`src/rtl/fpu_div_pkg.sv`:
```
// Purpose : shared widths and state encoding for the mantissa divide path.
// Latency : n/a (declarations only).
// Backpr. : n/a.
package fpu_div_pkg;

    localparam int MW = 24;            // significand width, hidden bit included
    localparam int QW = MW + 3;        // quotient: 1 integer bit + MW+2 fraction bits
    localparam int CW = $clog2(QW);    // step counter width

    typedef enum logic [1:0] {
        IDLE   = 2'd0,
        DIVIDE = 2'd1,
        DONE   = 2'd2
    } div_state_t;

endpackage

```
`src/rtl/quotient_calc_if.sv`:
```
// Purpose : operand/result bundle of the mantissa divider (level handshake).
// Latency : n/a (wiring only).
// Backpr. : requester holds in_ready and operands until out_ready, then drops in_ready.
// Ports   : in_ready, a_m, b_m (requester -> divider);
//           out_ready, quotient_out, sticky_out, dz_out, ovf_out (divider -> requester).
interface quotient_calc_if;
    import fpu_div_pkg::*;

    logic          in_ready;
    logic [MW-1:0] a_m;
    logic [MW-1:0] b_m;
    logic          out_ready;
    logic [QW-1:0] quotient_out;
    logic          sticky_out;
    logic          dz_out;
    logic          ovf_out;

    modport master (
        output in_ready, a_m, b_m,
        input  out_ready, quotient_out, sticky_out, dz_out, ovf_out
    );

    modport slave (
        input  in_ready, a_m, b_m,
        output out_ready, quotient_out, sticky_out, dz_out, ovf_out
    );

endinterface

```
`src/rtl/div_step.sv`:
```
// Purpose : one restoring-division step: trial subtract, select, shift left.
// Latency : combinational.
// Backpr. : none.
// Ports   : rem/b in; q_bit and next_rem (already shifted) out.
module div_step
    import fpu_div_pkg::*;
(
    input  logic [MW:0]   rem,
    input  logic [MW-1:0] b,
    output logic          q_bit,
    output logic [MW:0]   next_rem
);

    logic [MW:0] diff;
    logic [MW:0] sel;

    always_comb begin
        diff     = rem - {1'b0, b};
        q_bit    = (rem >= {1'b0, b});
        sel      = q_bit ? diff : rem;
        // sel < b after the step, so its top bit is always 0 and drops out of the shift
        next_rem = sel << 1;
    end

endmodule

```
`src/rtl/quotient_calc.sv`:
```
// Purpose : sequential radix-2 restoring mantissa divider with sticky, div-by-zero and overflow flags.
// Latency : QW cycles from capture on the normal path, 1 cycle on the saturate path.
// Backpr. : level handshake; result held with out_ready high until in_ready drops.
// Ports   : clk, rst_n (async, active-low); io = quotient_calc_if.slave bundle.
module quotient_calc
    import fpu_div_pkg::*;
(
    input  logic            clk,
    input  logic            rst_n,
    quotient_calc_if.slave  io
);

    div_state_t    state_q, state_d;
    logic [CW-1:0] cnt_q, cnt_d;
    logic [MW:0]   rem_q, rem_d;
    logic [MW-1:0] b_q, b_d;
    logic [QW-2:0] quot_q, quot_d;     // first QW-1 bits; the last bit joins at completion
    logic          sat_q, sat_d;       // operands broke a < 2b (covers b == 0)
    logic [QW-1:0] q_out_q, q_out_d;
    logic          sticky_q, sticky_d;
    logic          dz_q, dz_d;
    logic          ovf_q, ovf_d;

    logic          step_bit;
    logic [MW:0]   step_rem;
    logic          last_step;

    div_step u_step (
        .rem      (rem_q),
        .b        (b_q),
        .q_bit    (step_bit),
        .next_rem (step_rem)
    );

    assign last_step = (cnt_q == CW'(QW - 1));

    // State register
    always_ff @(posedge clk or negedge rst_n) begin
        if (!rst_n) begin
            state_q  <= IDLE;
            cnt_q    <= '0;
            rem_q    <= '0;
            b_q      <= '0;
            quot_q   <= '0;
            sat_q    <= 1'b0;
            q_out_q  <= '0;
            sticky_q <= 1'b0;
            dz_q     <= 1'b0;
            ovf_q    <= 1'b0;
        end else begin
            state_q  <= state_d;
            cnt_q    <= cnt_d;
            rem_q    <= rem_d;
            b_q      <= b_d;
            quot_q   <= quot_d;
            sat_q    <= sat_d;
            q_out_q  <= q_out_d;
            sticky_q <= sticky_d;
            dz_q     <= dz_d;
            ovf_q    <= ovf_d;
        end
    end

    // Next-state logic
    always_comb begin
        state_d = state_q;
        case (state_q)
            IDLE:    if (io.in_ready)          state_d = DIVIDE;
            DIVIDE:  if (sat_q || last_step)   state_d = DONE;
            DONE:    if (!io.in_ready)         state_d = IDLE;
            default:                           state_d = IDLE;
        endcase
    end

    // Datapath: capture, iterate, publish
    always_comb begin
        cnt_d    = cnt_q;
        rem_d    = rem_q;
        b_d      = b_q;
        quot_d   = quot_q;
        sat_d    = sat_q;
        q_out_d  = q_out_q;
        sticky_d = sticky_q;
        dz_d     = dz_q;
        ovf_d    = ovf_q;
        case (state_q)
            IDLE: begin
                if (io.in_ready) begin
                    b_d    = io.b_m;
                    rem_d  = {1'b0, io.a_m};
                    cnt_d  = '0;
                    quot_d = '0;
                    // a >= 2b would need a second integer quotient bit
                    sat_d  = ({1'b0, io.a_m} >= {io.b_m, 1'b0});
                    dz_d   = 1'b0;
                    ovf_d  = 1'b0;
                end
            end
            DIVIDE: begin
                if (sat_q) begin
                    // saturated result is published one edge after capture
                    q_out_d  = '1;
                    sticky_d = 1'b0;
                    ovf_d    = 1'b1;
                    dz_d     = (b_q == '0);
                end else begin
                    rem_d  = step_rem;
                    quot_d = {quot_q[QW-3:0], step_bit};
                    cnt_d  = cnt_q + CW'(1);
                    if (last_step) begin
                        q_out_d  = {quot_q, step_bit};
                        sticky_d = (step_rem != '0);
                    end
                end
            end
            default: ;
        endcase
    end

    // Outputs
    always_comb begin
        io.out_ready    = (state_q == DONE);
        io.quotient_out = q_out_q;
        io.sticky_out   = sticky_q;
        io.dz_out       = dz_q;
        io.ovf_out      = ovf_q;
    end

endmodule

```
`src/flat_wrapper.sv`:
```
// flat-port wrapper written by rule: the top's interface ports become plain ports
module quotient_calc_flat import fpu_div_pkg::*;
  (clk, rst_n, io_in_ready, io_a_m, io_b_m, io_out_ready, io_quotient_out, io_sticky_out, io_dz_out, io_ovf_out);
  quotient_calc_if io_i ();
  input  logic clk;
  input  logic rst_n;
  input wire logic [$bits(io_i.in_ready)-1:0] io_in_ready;
  input wire logic [$bits(io_i.a_m)-1:0] io_a_m;
  input wire logic [$bits(io_i.b_m)-1:0] io_b_m;
  output wire logic [$bits(io_i.out_ready)-1:0] io_out_ready;
  output wire logic [$bits(io_i.quotient_out)-1:0] io_quotient_out;
  output wire logic [$bits(io_i.sticky_out)-1:0] io_sticky_out;
  output wire logic [$bits(io_i.dz_out)-1:0] io_dz_out;
  output wire logic [$bits(io_i.ovf_out)-1:0] io_ovf_out;
  assign io_i.in_ready = io_in_ready;
  assign io_i.a_m = io_a_m;
  assign io_i.b_m = io_b_m;
  assign io_out_ready = io_i.out_ready;
  assign io_quotient_out = io_i.quotient_out;
  assign io_sticky_out = io_i.sticky_out;
  assign io_dz_out = io_i.dz_out;
  assign io_ovf_out = io_i.ovf_out;
  quotient_calc u_core (.clk(clk), .rst_n(rst_n), .io(io_i));
endmodule
```
`config.mk`:
```
export PLATFORM = sky130hd
export DESIGN_NAME = quotient_calc_flat
export DESIGN_NICKNAME = d
export VERILOG_FILES = /design/src/rtl/fpu_div_pkg.sv /design/src/rtl/quotient_calc_if.sv /design/src/rtl/div_step.sv /design/src/rtl/quotient_calc.sv /design/src/flat_wrapper.sv
export SDC_FILE = /design/constraint.sdc
export NUM_CORES = 1
export LEC_CHECK = 0
export ABC_AREA = 0
export BUFFER_PORTS_ARGS = -buffer_cell sky130_fd_sc_hd__buf_2
export CORE_MARGIN = 2
export CORE_UTILIZATION = 30
export DETAILED_ROUTE_END_ITERATION = 16
export GPL_ROUTABILITY_DRIVEN = 1
export SLEW_MARGIN = 20
export SYNTH_ARGS = -nofsm -noshare
export SYNTH_HDL_FRONTEND = slang
export SYNTH_SLANG_ARGS = --single-unit
```
`constraint.sdc`:
```
create_clock -name clk -period 3.6 [get_ports clk]
set_input_delay 0.18 -clock clk [delete_from_list [all_inputs] [get_ports clk]]
set_output_delay 0.18 -clock clk [all_outputs]
set_load 0.01 [all_outputs]
```
==> results of run 1 <==
-- how the worst min path moves through the flow --
stage,start,end,slack (ns),depth (start not counted)
global route,io_b_m[18],u_core.b_q[18],0.02,3
floorplan,rst_n,u_core.b_q[0],-0.12,0
global placement,rst_n,u_core.io.quotient_out[11],0.40,1
finish,io_b_m[0],u_core.b_q[0],0.009,3
detailed placement,rst_n,u_core.io.quotient_out[11],0.40,1
CTS,io_b_m[19],u_core.b_q[19],0.0003,3
-- cells in the mapped netlist (all sizes together) (4+ instances only) --
| library cell | number |
|---|---|
| a31oi | 4 |
| ha | 49 |
| a21o | 15 |
| o22a | 27 |
| nand2b | 4 |
| and3 | 5 |
| nor3 | 5 |
| o21ai | 67 |
| nand2 | 65 |
| nor2b | 8 |
| nor2 | 30 |
| nand4 | 12 |
| a22oi | 21 |
| a21oi | 28 |
| and2 | 4 |
| o31ai | 7 |
| nor4 | 12 |
| xnor2 | 10 |
| mux2i | 19 |
| a211o | 4 |
| a211oi | 5 |
| xor2 | 12 |
| dfrtp | 113 |
| clkbuf | 32 |
| o21a | 11 |
| inv | 54 |
| nand3 | 4 |
| a22o | 26 |
-- metal layers --
layer  vias to the layer above  global-route usage [%]  wire, um  part of all wire (%)
met5                         -                       0         0                     0
met4                         0                    5.29       384                   2.0
met1                      2705                    22.5      8830                    47
met2                       150                    26.1      8630                    46
met3                        27                    3.66       937                   5.0
li1                       2748                       -         -                     -
-- flip-flops by register name (all words and copies together) (netlist names) --
| name | flops |
|---|---|
| u_core.rem_q | 25 |
| u_core.io.sticky_out | 1 |
| u_core.sat_q | 1 |
| u_core.cnt_q | 5 |
| u_core.quot_q | 26 |
| u_core.b_q | 24 |
| u_core.state_q | 2 |
| u_core.io.ovf_out | 1 |
| u_core.io.quotient_out | 27 |
| u_core.io.dz_out | 1 |
-- where the power goes --
| group | internal, W | switching, W | total (W) |
|---|---|---|---|
| logic | 0.00226 | 0.00330 | 0.00555 |
| registers | 0.00173 | 0.000418 | 0.00215 |
| clock network | 0.000984 | 0.000700 | 0.00168 |
-- cell type report --
cell class	count	area (um2)
fillers	2190	13600
clock inverters	15	163
repair buffers	112	713
well taps	280	350
multi-input cells	493	3540
flip-flops and latches	113	2830
inverters	54	203
clock buffers	17	425
-- cell families (layout without fill, tap and decap cells) --
logic type | count (synthesis) | in the layout
multiplexers | 22 | 22
buffers and inverters | 88 | 198
flip-flops | 113 | 113
adder cells (fa/ha/maj) | 50 | 50
XOR/XNOR | 22 | 22
AO/OA/AOI/OAI | 237 | 237
AND/OR/NAND/NOR | 162 | 162
-- metrics by stage --
| stage | setup slack [ns] | hold WS, ns | utilization [%] | std cells | cell area, um2 |
|---|---|---|---|---|---|
| 6_report | 0.223 | 0.00871 | 37.7 | 1084 | 8230 |
| 5_1_grt | 0.0178 | 0.0243 | 37.7 | 1084 | 8230 |
| 4_1_cts | 0.199 | 0.000314 | 37.6 | 1083 | 8200 |
| 3_5_place_dp | 0.219 | 0.398 | 34.0 | 1032 | 7420 |
| 3_3_place_gp | 0.275 | 0.401 | 34.0 | 1032 | 7420 |
| 2_1_floorplan | 0.461 | -0.116 | - | 694 | 6690 |
-- worst register-to-register path: cells and delay by family, from the launching register on --
kind            cells  cell delay, ns
compound gates      6            1.70
xor+xnor            1            0.16
fa+ha+maj           2            0.57
buf+inv             2            0.12
flops               1            0.41
mux                 1            0.28
simple gates        1            0.06
-- placed cells by master (no fill, tap or decap), types with 4 or more instances in the layout --
cell	count
nor4_1	12
a21oi_1	26
nand2_1	65
a22oi_1	21
a21o_1	15
nand3_1	4
a22o_1	26
o21ai_0	66
clkbuf_16	17
buf_4	11
mux2i_1	19
buf_2	80
a211oi_1	4
ha_1	49
nand2b_1	4
o22a_1	27
inv_8	5
nor2_1	26
xnor2_1	10
a31oi_1	4
o31ai_1	5
o21a_1	11
xor2_1	12
inv_6	6
a211o_1	4
nand4_1	12
and3_1	5
dlygate4sd3_1	19
inv_1	54
dfrtp_1	113
nor2b_1	8
nor3_1	5
-- repair_timing --
item / in CTS / in global routing
setup endpoints to repair: 0 / 1
hold buffers: 19 / 0
resized for setup: 0 / 1
hold endpoints to repair: 92 / 0
==> impl_metrics.env, run 1 <==
export IMPL_critPathArrivalTime_ns=3.72
export IMPL_grt_usage_pct=16.5
export IMPL_reg2reg_slack_ns=0.22
export IMPL_place_hpwl_mm=14.0
export IMPL_postCtsSetupRepairBufs=0
export IMPL_wirelength_mm=18.8
export IMPL_drive_gt1_share_pct=17.3
export IMPL_yosysTopAreaCellShare_pct=42.3
export IMPL_synth_xor_area_share_pct=2.88
export IMPL_cp_top_family="compound AO/OA/AOI/OAI gates"
export IMPL_clkLatencyLatePin_ns=0.43
export IMPL_first_iter_violations=327
export IMPL_die_area_mm2=0.0235
export IMPL_finalHoldViolations=0
export IMPL_core_mm2=0.0218
export IMPL_finalSetupViolations=0
export IMPL_crit_end="u_core.io.sticky_out"
export IMPL_cp_startpoint="u_core.rem_q[0]"
export IMPL_endpoint_kind="register"
export IMPL_grt_overflow=0
export IMPL_root_buffer="clkbuf_16"
export IMPL_synth_mux_area_share_pct=3.41
export IMPL_ys_types=58
export IMPL_clkSinkCount=113
export IMPL_rsz0062_at_grt="no"
export IMPL_synth_fa_ha_area_share_pct=9.47
export IMPL_cp_slowest_cell="dfrtp_1"
export IMPL_synth_simple_area_share_pct=11.9
export IMPL_syn_area_mm2=0.00669
export IMPL_fin_setup_tns_ns=0
export IMPL_synth_edf_count=0
export IMPL_ir_worst_vdd_mv=0.815
export IMPL_min_path_type="in -> reg"
export IMPL_r2r_end="u_core.io.sticky_out"
export IMPL_ff2ff_path_depth=13
export IMPL_critPathBufInv=2
export IMPL_grt_antenna_before_repair=0
export IMPL_ys_flop_type="dfrtp_1"
export IMPL_synth_compound_area_share_pct=25.1
export IMPL_vias=5630
export IMPL_syn_area_per_cell_um2=9.63
export IMPL_fin_crit_sh_pct=93.8
export IMPL_vias_per_cell=5.19
export IMPL_clock_fmax_ghz=0.296
export IMPL_dieWidth_um=153
export IMPL_area_growth_pct=23.0
export IMPL_total_power_w=0.00939
export IMPL_dr_pass1_iters=5
export IMPL_seq_area_frac_synth_pct=42.3
export IMPL_ctsLongestPathBuffers=2
export IMPL_crit_type="reg -> reg"
export IMPL_place_gp_congestion=0.940
export IMPL_rows=54
export IMPL_synth_top_family_by_area="compound AO/OA/AOI/OAI gates"
export IMPL_h_tree_depth=4
export IMPL_status="finished, final reports clean"
export IMPL_synth_top_area_cell="dfrtp_1"
export IMPL_io_pins=82
export IMPL_io_buffers=81
export IMPL_worst_path_stages=13
export IMPL_synthCells=694
export IMPL_grt_pass1_vias=5603
export IMPL_worst_pin_slew_ns=1.00
export IMPL_power_density_mw_per_mm2=1140
export IMPL_nets=892
export IMPL_crit_path_start_kind="register"
export IMPL_start_util_pct=30.6
export IMPL_max_cap_violations=0
export IMPL_wl_per_cell_um=17.3
export IMPL_cp_max_fo=4
export IMPL_async_flop_share_pct=100
export IMPL_max_slew_margin_rel_pct=33.0
export IMPL_yosysWarningCount=0
export IMPL_post_route_min_period_ns=3.38
export IMPL_grt_max_degree=77
export IMPL_slowest_delay_ns=0.41
export IMPL_slew_viol_final=0
export IMPL_synth_nets=795
export IMPL_diodes=0
export IMPL_cts_buffers=17
export IMPL_power_leakage_nw=3.73
export IMPL_crit_path_cell_trace="inv_1 > ha_1 > inv_1 > fa_1 > a211o_1 > a211o_1 > a221o_1 > a311o_1 > a21oi_2 > xnor2_1 > nor4_1 > mux2_2 > a41oi_1"
export IMPL_cts_tree="yes"
export IMPL_final_setup_skew_ns=0.00881
export IMPL_drc=0
export IMPL_dieHeight_um=153
export IMPL_ant_nets=0
export IMPL_required_ns=3.94
export IMPL_crit_reg2reg_launch="u_core.rem_q[0]"
export IMPL_cts_clk_slew_worst_paths_ns=0.06
export IMPL_grt_pass1_wl_mm=30.9
export IMPL_ys_seq_elements=113
export IMPL_synthTopCellsByArea="dfrtp_1 (42%), ha_1 (9.2%), o21ai_0 (4.9%)"
Note: power is estimated with default switching activity, not from simulation.
==> run 2, diff against run 1 <==
ABC_AREA = unset   (was 0)
CORE_UTILIZATION = 55   (was 30)
PLACE_DENSITY = 0.76   (was unset)
==> run 2 against run 1 <==
Effect of this change: critical path depth did not move; final cell count fell by 12%; utilization rose by 29 points.
==> impl_metrics.env, run 2 (synthesis results as in run 1) <==
export IMPL_core_mm2=0.0120
export IMPL_place_gp_congestion=1.00
export IMPL_nets=893
export IMPL_crit_type="reg -> reg"
export IMPL_io_buffers=81
export IMPL_wl_per_cell_um=19.4
export IMPL_ant_nets=0
export IMPL_slowest_delay_ns=0.42
export IMPL_clock_fmax_ghz=0.296
export IMPL_ctsLongestPathBuffers=2
export IMPL_area_growth_pct=19.6
export IMPL_register_area_mm2=0.00283
export IMPL_endpoint_kind="register"
export IMPL_critPathBufInv=2
export IMPL_wirelength_mm=18.4
export IMPL_required_ns=3.94
export IMPL_cp_slowest_cell="fa_1"
export IMPL_drc=0
export IMPL_grt_pass1_wl_mm=29.8
export IMPL_fillerInstances=952
export IMPL_post_route_min_period_ns=3.38
export IMPL_cp_top_family="compound AO/OA/AOI/OAI gates"
export IMPL_cts_clk_slew_worst_paths_ns=0.06
export IMPL_die_area_mm2=0.0131
export IMPL_max_cap_violations=0
export IMPL_vias=5842
export IMPL_status="finished, final reports clean"
export IMPL_rsz0062_at_grt="no"
export IMPL_start_util_pct=55.9
export IMPL_final_common_cell="dfrtp_1"
export IMPL_clkLatencyLatePin_ns=0.43
export IMPL_grt_antenna_before_repair=0
export IMPL_dr_pass1_iters=5
export IMPL_min_path_type="in -> reg"
export IMPL_critPathArrivalTime_ns=3.72
export IMPL_place_hpwl_mm=13.2
export IMPL_first_iter_violations=471
export IMPL_ir_worst_vdd_mv=0.596
export IMPL_power_density_mw_per_mm2=1160
export IMPL_drive_gt1_share_pct=16.8
export IMPL_grt_usage_pct=29.6
export IMPL_fin_crit_sh_pct=93.9
export IMPL_root_buffer="clkbuf_16"
export IMPL_diodes=0
export IMPL_slew_viol_final=0
export IMPL_dieWidth_um=114
export IMPL_crit_path_start_kind="register"
export IMPL_largest_reg_flops=27
export IMPL_finalSetupViolations=0
export IMPL_dieHeight_um=114
export IMPL_clkSinkCount=113
export IMPL_vias_per_cell=6.15
export IMPL_fin_setup_tns_ns=0
export IMPL_fin_area_mm2=0.00799
export IMPL_h_tree_depth=4
export IMPL_placed_area_mm2=0.00725
export IMPL_cp_max_fo=4
export IMPL_grt_pass1_vias=5867
export IMPL_cts_tree="yes"
export IMPL_max_slew_margin_rel_pct=32.6
export IMPL_finalHoldViolations=0
export IMPL_multiInputGateArea_mm2=0.00355
export IMPL_power_leakage_nw=3.70
export IMPL_final_setup_skew_ns=0.00872
export IMPL_worst_pin_slew_ns=1.01
export IMPL_crit_path_cell_trace="inv_1 > ha_1 > inv_1 > fa_1 > a211o_1 > a211o_1 > a221o_1 > a311o_1 > a21oi_2 > xnor2_1 > nor4_2 > mux2_2 > a41oi_1"
export IMPL_io_pins=82
export IMPL_grt_max_degree=72
export IMPL_grt_overflow=0
export IMPL_cts_buffers=17
export IMPL_rows=40
export IMPL_layout_common_cells="dfrtp_1 (113), buf_2 (80), o21ai_0 (66)"
==> run 2: cell count changes in the layout (fill, tap and decap cells not counted), sizes merged <==
cell and delta:
inv -11, clkinv +8, clkbuf +2, clkinvlp -1, dlygate4sd3 +1
==> run 2: worst min-delay path, stage by stage <==
cell and delay, ns:
buf_2 0.09, nand2_1 0.06, o21ai_0 0.07
==> run 2: routing by layer <==
metal	vias up	wire length, um	part of all wire, %	global-route usage [%]
met3	33	1090	5.9	5.03
met5	-	0	0	0
met1	2847	8220	45	40.6
met4	0	446	2.4	12.1
met2	217	8630	47	46.9
li1	2745	-	-	-
==> run 2: worst paths after layout <==
path                                           start  depth (start not counted)                        end  slack, ns
min                                        io_b_m[2]                          3              u_core.b_q[2]       0.01
min reg2reg                u_core.io.quotient_out[4]                          1  u_core.io.quotient_out[4]       0.48
min in group asynchronous                      rst_n                          2              u_core.b_q[5]       0.29
max reg2reg                          u_core.rem_q[0]                         13       u_core.io.sticky_out       0.22
max in group asynchronous                      rst_n                          3             u_core.b_q[20]       2.42
max                                  u_core.rem_q[0]                         13       u_core.io.sticky_out       0.22
==> run 2: area by class of cell <==
| type | count | share of cell area (%) |
|---|---|---|
| Clock buffer | 19 | 5.42 |
| Clock inverter | 11 | 1.17 |
| Inverter | 54 | 2.54 |
| Multi-Input combinational cell | 493 | 44.5 |
| Sequential cell | 113 | 35.4 |
| Tap cell | 147 | 2.30 |
| Timing Repair Buffer | 113 | 8.73 |
==> run 2: power breakdown <==
group	leakage [nW]	internal [W]	switching [W]
Clock	0.262	0.000931	0.000593
Sequential	1.35	0.00174	0.000432
Combinational	2.09	0.00225	0.00336
==> run 2: per-stage QoR <==
step	utilization (%)	hold WS [ns]	total power [W]	setup WS, ns	instances
4_1_cts	66.7	0.000740	0.00919	0.166	950
3_3_place_gp	60.6	0.186	0.00752	0.275	900
5_1_grt	66.8	0.0267	0.00998	0.0155	950
6_report	66.8	0.0117	0.00931	0.221	950
3_5_place_dp	60.6	0.194	0.00759	0.168	900
2_1_floorplan	-	-0.116	0.00616	0.461	694
==> run 2: timing repair <==
| item | 4_1_cts | 5_1_grt |
|---|---|---|
| hold buffers | 20 | 0 |
| endpoints found under the setup margin | 0 | 1 |
| endpoints found under the hold margin | 57 | 0 |
| setup buffers | 0 | 0 |
| gates resized for setup | 0 | 3 |
==> run 3, diff against run 2 <==
ABC_AREA = 1   (was unset)
RECOVER_POWER = 25   (was unset)
==> run 3 against run 2 <==
Effect of this change: the run now ends with max-capacitance violations, max-slew violations left; utilization fell by 1.8 points; non-clock buffer count fell by 19; global-route usage fell by 0.057 points; design area rose by 6.5%; fmax rose by 16%; sequential share of layout area fell by 2.2 points; synthesized cell count rose by 48%.
==> impl_metrics.env, run 3 <==
export IMPL_status="complete, but fails checks"
export IMPL_violations="max-capacitance violations, max-slew violations"
export IMPL_final_common_cell="nand2_1"
export IMPL_synth_compound_area_share_pct=12.5
export IMPL_ant_nets=0
export IMPL_core_mm2=0.0131
export IMPL_vias_per_cell=5.44
export IMPL_ys_seq_elements=113
export IMPL_slew_viol_final=64
export IMPL_fin_crit_sh_pct=80.9
export IMPL_grt_usage_pct=29.5
export IMPL_start_util_pct=55.8
export IMPL_cts_clk_slew_worst_paths_ns=0.05
export IMPL_post_route_min_period_ns=2.91
export IMPL_clock_fmax_ghz=0.343
export IMPL_ctsLongestPathBuffers=2
export IMPL_synth_edf_count=0
export IMPL_postCtsSetupRepairBufs=0
export IMPL_fin_setup_tns_ns=0
export IMPL_drc=0
export IMPL_synthTopCellsByArea="dfrtp_1 (39%), nand2_1 (16%), inv_1 (9.3%)"
export IMPL_wl_per_cell_um=15.6
export IMPL_synth_fa_ha_area_share_pct=8.67
export IMPL_ys_types=35
export IMPL_fin_area_mm2=0.00852
export IMPL_max_slew_margin_rel_pct=-5.18
export IMPL_ctsResizeCount=0
export IMPL_io_buffers=81
export IMPL_synth_simple_area_share_pct=27.4
export IMPL_grtUsageMet1_pct=38.9
export IMPL_final_setup_skew_ns=0.00737
export IMPL_die_area_mm2=0.0142
export IMPL_yosysTopAreaCellShare_pct=38.7
export IMPL_root_buffer="clkbuf_16"
export IMPL_yosysWarningCount=0
export IMPL_wirelength_mm=20.3
export IMPL_synth_nets=1130
export IMPL_syn_area_per_cell_um2=7.10
export IMPL_synth_top_family_by_area="simple AND/OR/NAND/NOR gates"
export IMPL_grt_overflow=0
export IMPL_largest_reg_flops=27
export IMPL_min_path_type="in -> reg"
export IMPL_synthCells=1029
export IMPL_placed_area_mm2=0.00787
export IMPL_dr_pass1_iters=5
export IMPL_dieHeight_um=119
export IMPL_cts_buffers=17
export IMPL_synth_most_common_cell="nand2_1"
export IMPL_top_usage_layer="met2"
export IMPL_async_flop_share_pct=100
export IMPL_grt_pass1_vias=6859
export IMPL_synth_mux_area_share_pct=0
export IMPL_place_gp_congestion=0.937
export IMPL_finalHoldViolations=0
export IMPL_grt_pass1_wl_mm=33.3
export IMPL_hold_buffers=4
export IMPL_area_growth_pct=16.6
export IMPL_cp_slowest_cell="dfrtp_1"
export IMPL_rows=42
export IMPL_drive_gt1_share_pct=12.2
export IMPL_cp_max_fo=36
export IMPL_place_hpwl_mm=15.1
export IMPL_worst_pin_slew_ns=1.58
export IMPL_seq_area_frac_synth_pct=38.7
export IMPL_grt_antenna_before_repair=0
export IMPL_cts_tree="yes"
export IMPL_crit_path_start_kind="register"
export IMPL_grt_use_met2_pct=49.1
export IMPL_nets=1216
export IMPL_grt_max_degree=64
export IMPL_clkLatencyLatePin_ns=0.42
export IMPL_crit_type="reg -> reg"
export IMPL_fin_util_pct=65.1
export IMPL_crit_path_cell_trace="inv_1 > ha_1 > nand2_1 > nor2_1 > nand3_1 > nor2_2 > nor2_4 > nand3_4 > inv_2 > nand2_1 > nand2_1 > nor2_1 > nand2_1 > nor2_1 > nand3_1 > nand2_1 > nand2_1"
export IMPL_clkSinkCount=113
export IMPL_vias=7090
export IMPL_diodes=0
export IMPL_synth_top_area_cell="dfrtp_1"
export IMPL_layout_common_cells="nand2_1 (318), inv_1 (181), dfrtp_1 (113)"
export IMPL_slowest_delay_ns=0.38
export IMPL_io_pins=82
export IMPL_synth_common_cells="nand2_1 (318), inv_1 (181), dfrtp_1 (113)"
export IMPL_dieWidth_um=119
export IMPL_critPathArrivalTime_ns=3.22
export IMPL_first_iter_violations=686
export IMPL_required_ns=3.91
export IMPL_use_met3_pct=5.17
export IMPL_synth_xor_area_share_pct=1.32
export IMPL_finalSetupViolations=0
export IMPL_path_common_cell="nand2_1"
export IMPL_syn_area_mm2=0.00730
export IMPL_max_cap_violations=1
export IMPL_endpoint_kind="register"
export IMPL_rsz0062_at_grt="no"
export IMPL_ys_flop_type="dfrtp_1"
export IMPL_h_tree_depth=4
[run 3: cell count changes in the layout (fill, tap and decap cells not counted), moves of 21 or more]
| cell | delta |
|---|---|
| a21oi_1 | +52 |
| a22o_1 | -25 |
| a22oi_1 | -21 |
| inv_1 | +127 |
| nand2_1 | +253 |
| nand3_1 | +41 |
| nor2_1 | +28 |
| o21ai_0 | -27 |
| o22a_1 | -27 |
| o22ai_1 | +27 |
[run 3: layout make-up]
cell class,count,area (um2)
multi-input combinational,702,3650
clock buffer,18,429
clock inverter,14,179
inverter,187,702
fill,1120,4570
tap,176,220
sequential,113,2830
timing repair buffer,94,509
[run 3: logic make-up (layout without fill, tap and decap cells)]
logic type               Yosys count  after routing
flip-flops                       113            113
XOR/XNOR                          11             11
buffers and inverters            214            313
adder cells (fa/ha/maj)           50             50
AND/OR/NAND/NOR                  473            473
AO/OA/AOI/OAI                    168            168
[run 3: worst max-delay path: cells and delay by family (launching register included)]
kind | cells | cell delay, ns
adder cells (fa/ha/maj) | 1 | 0.37
buffers and inverters | 2 | 0.28
flip-flops | 1 | 0.38
AND/OR/NAND/NOR | 14 | 1.78
[run 3: path summary, 6_finish.rpt]
check / startpoint / endpoint / slack [ns] / cells past startpoint
min: io_a_m[12] / u_core.rem_q[12] / 0.006 / 3
min in group asynchronous: rst_n / u_core.io.quotient_out[22] / 0.70 / 2
max reg2reg: u_core.b_q[14] / u_core.io.sticky_out / 0.69 / 17
max: u_core.b_q[14] / u_core.io.sticky_out / 0.69 / 17
max in group asynchronous: rst_n / u_core.quot_q[2] / 1.75 / 3
min reg2reg: u_core.io.ovf_out / u_core.io.ovf_out / 0.48 / 2
[run 3: stage by stage]
step                      setup WS (ns)  hold WS, ns  instances
after floorplan                    1.44       -0.116       1029
final                             0.687      0.00614       1304
after CTS                         0.704      0.00251       1304
after global placement            0.761        0.313       1268
after detailed placement          0.719        0.317       1268
after global routing              0.377       0.0272       1304
[run 3: metal layers]
layer  wire length [um]  vias up
li1                   -     3467
met1               8790     3301
met2               9560      275
met3               1460       47
met4                487        0
met5                  0        -
Power of run 3 is not shown: default switching activity piles up to over one toggle a cycle in this logic, so the estimate is an artifact.
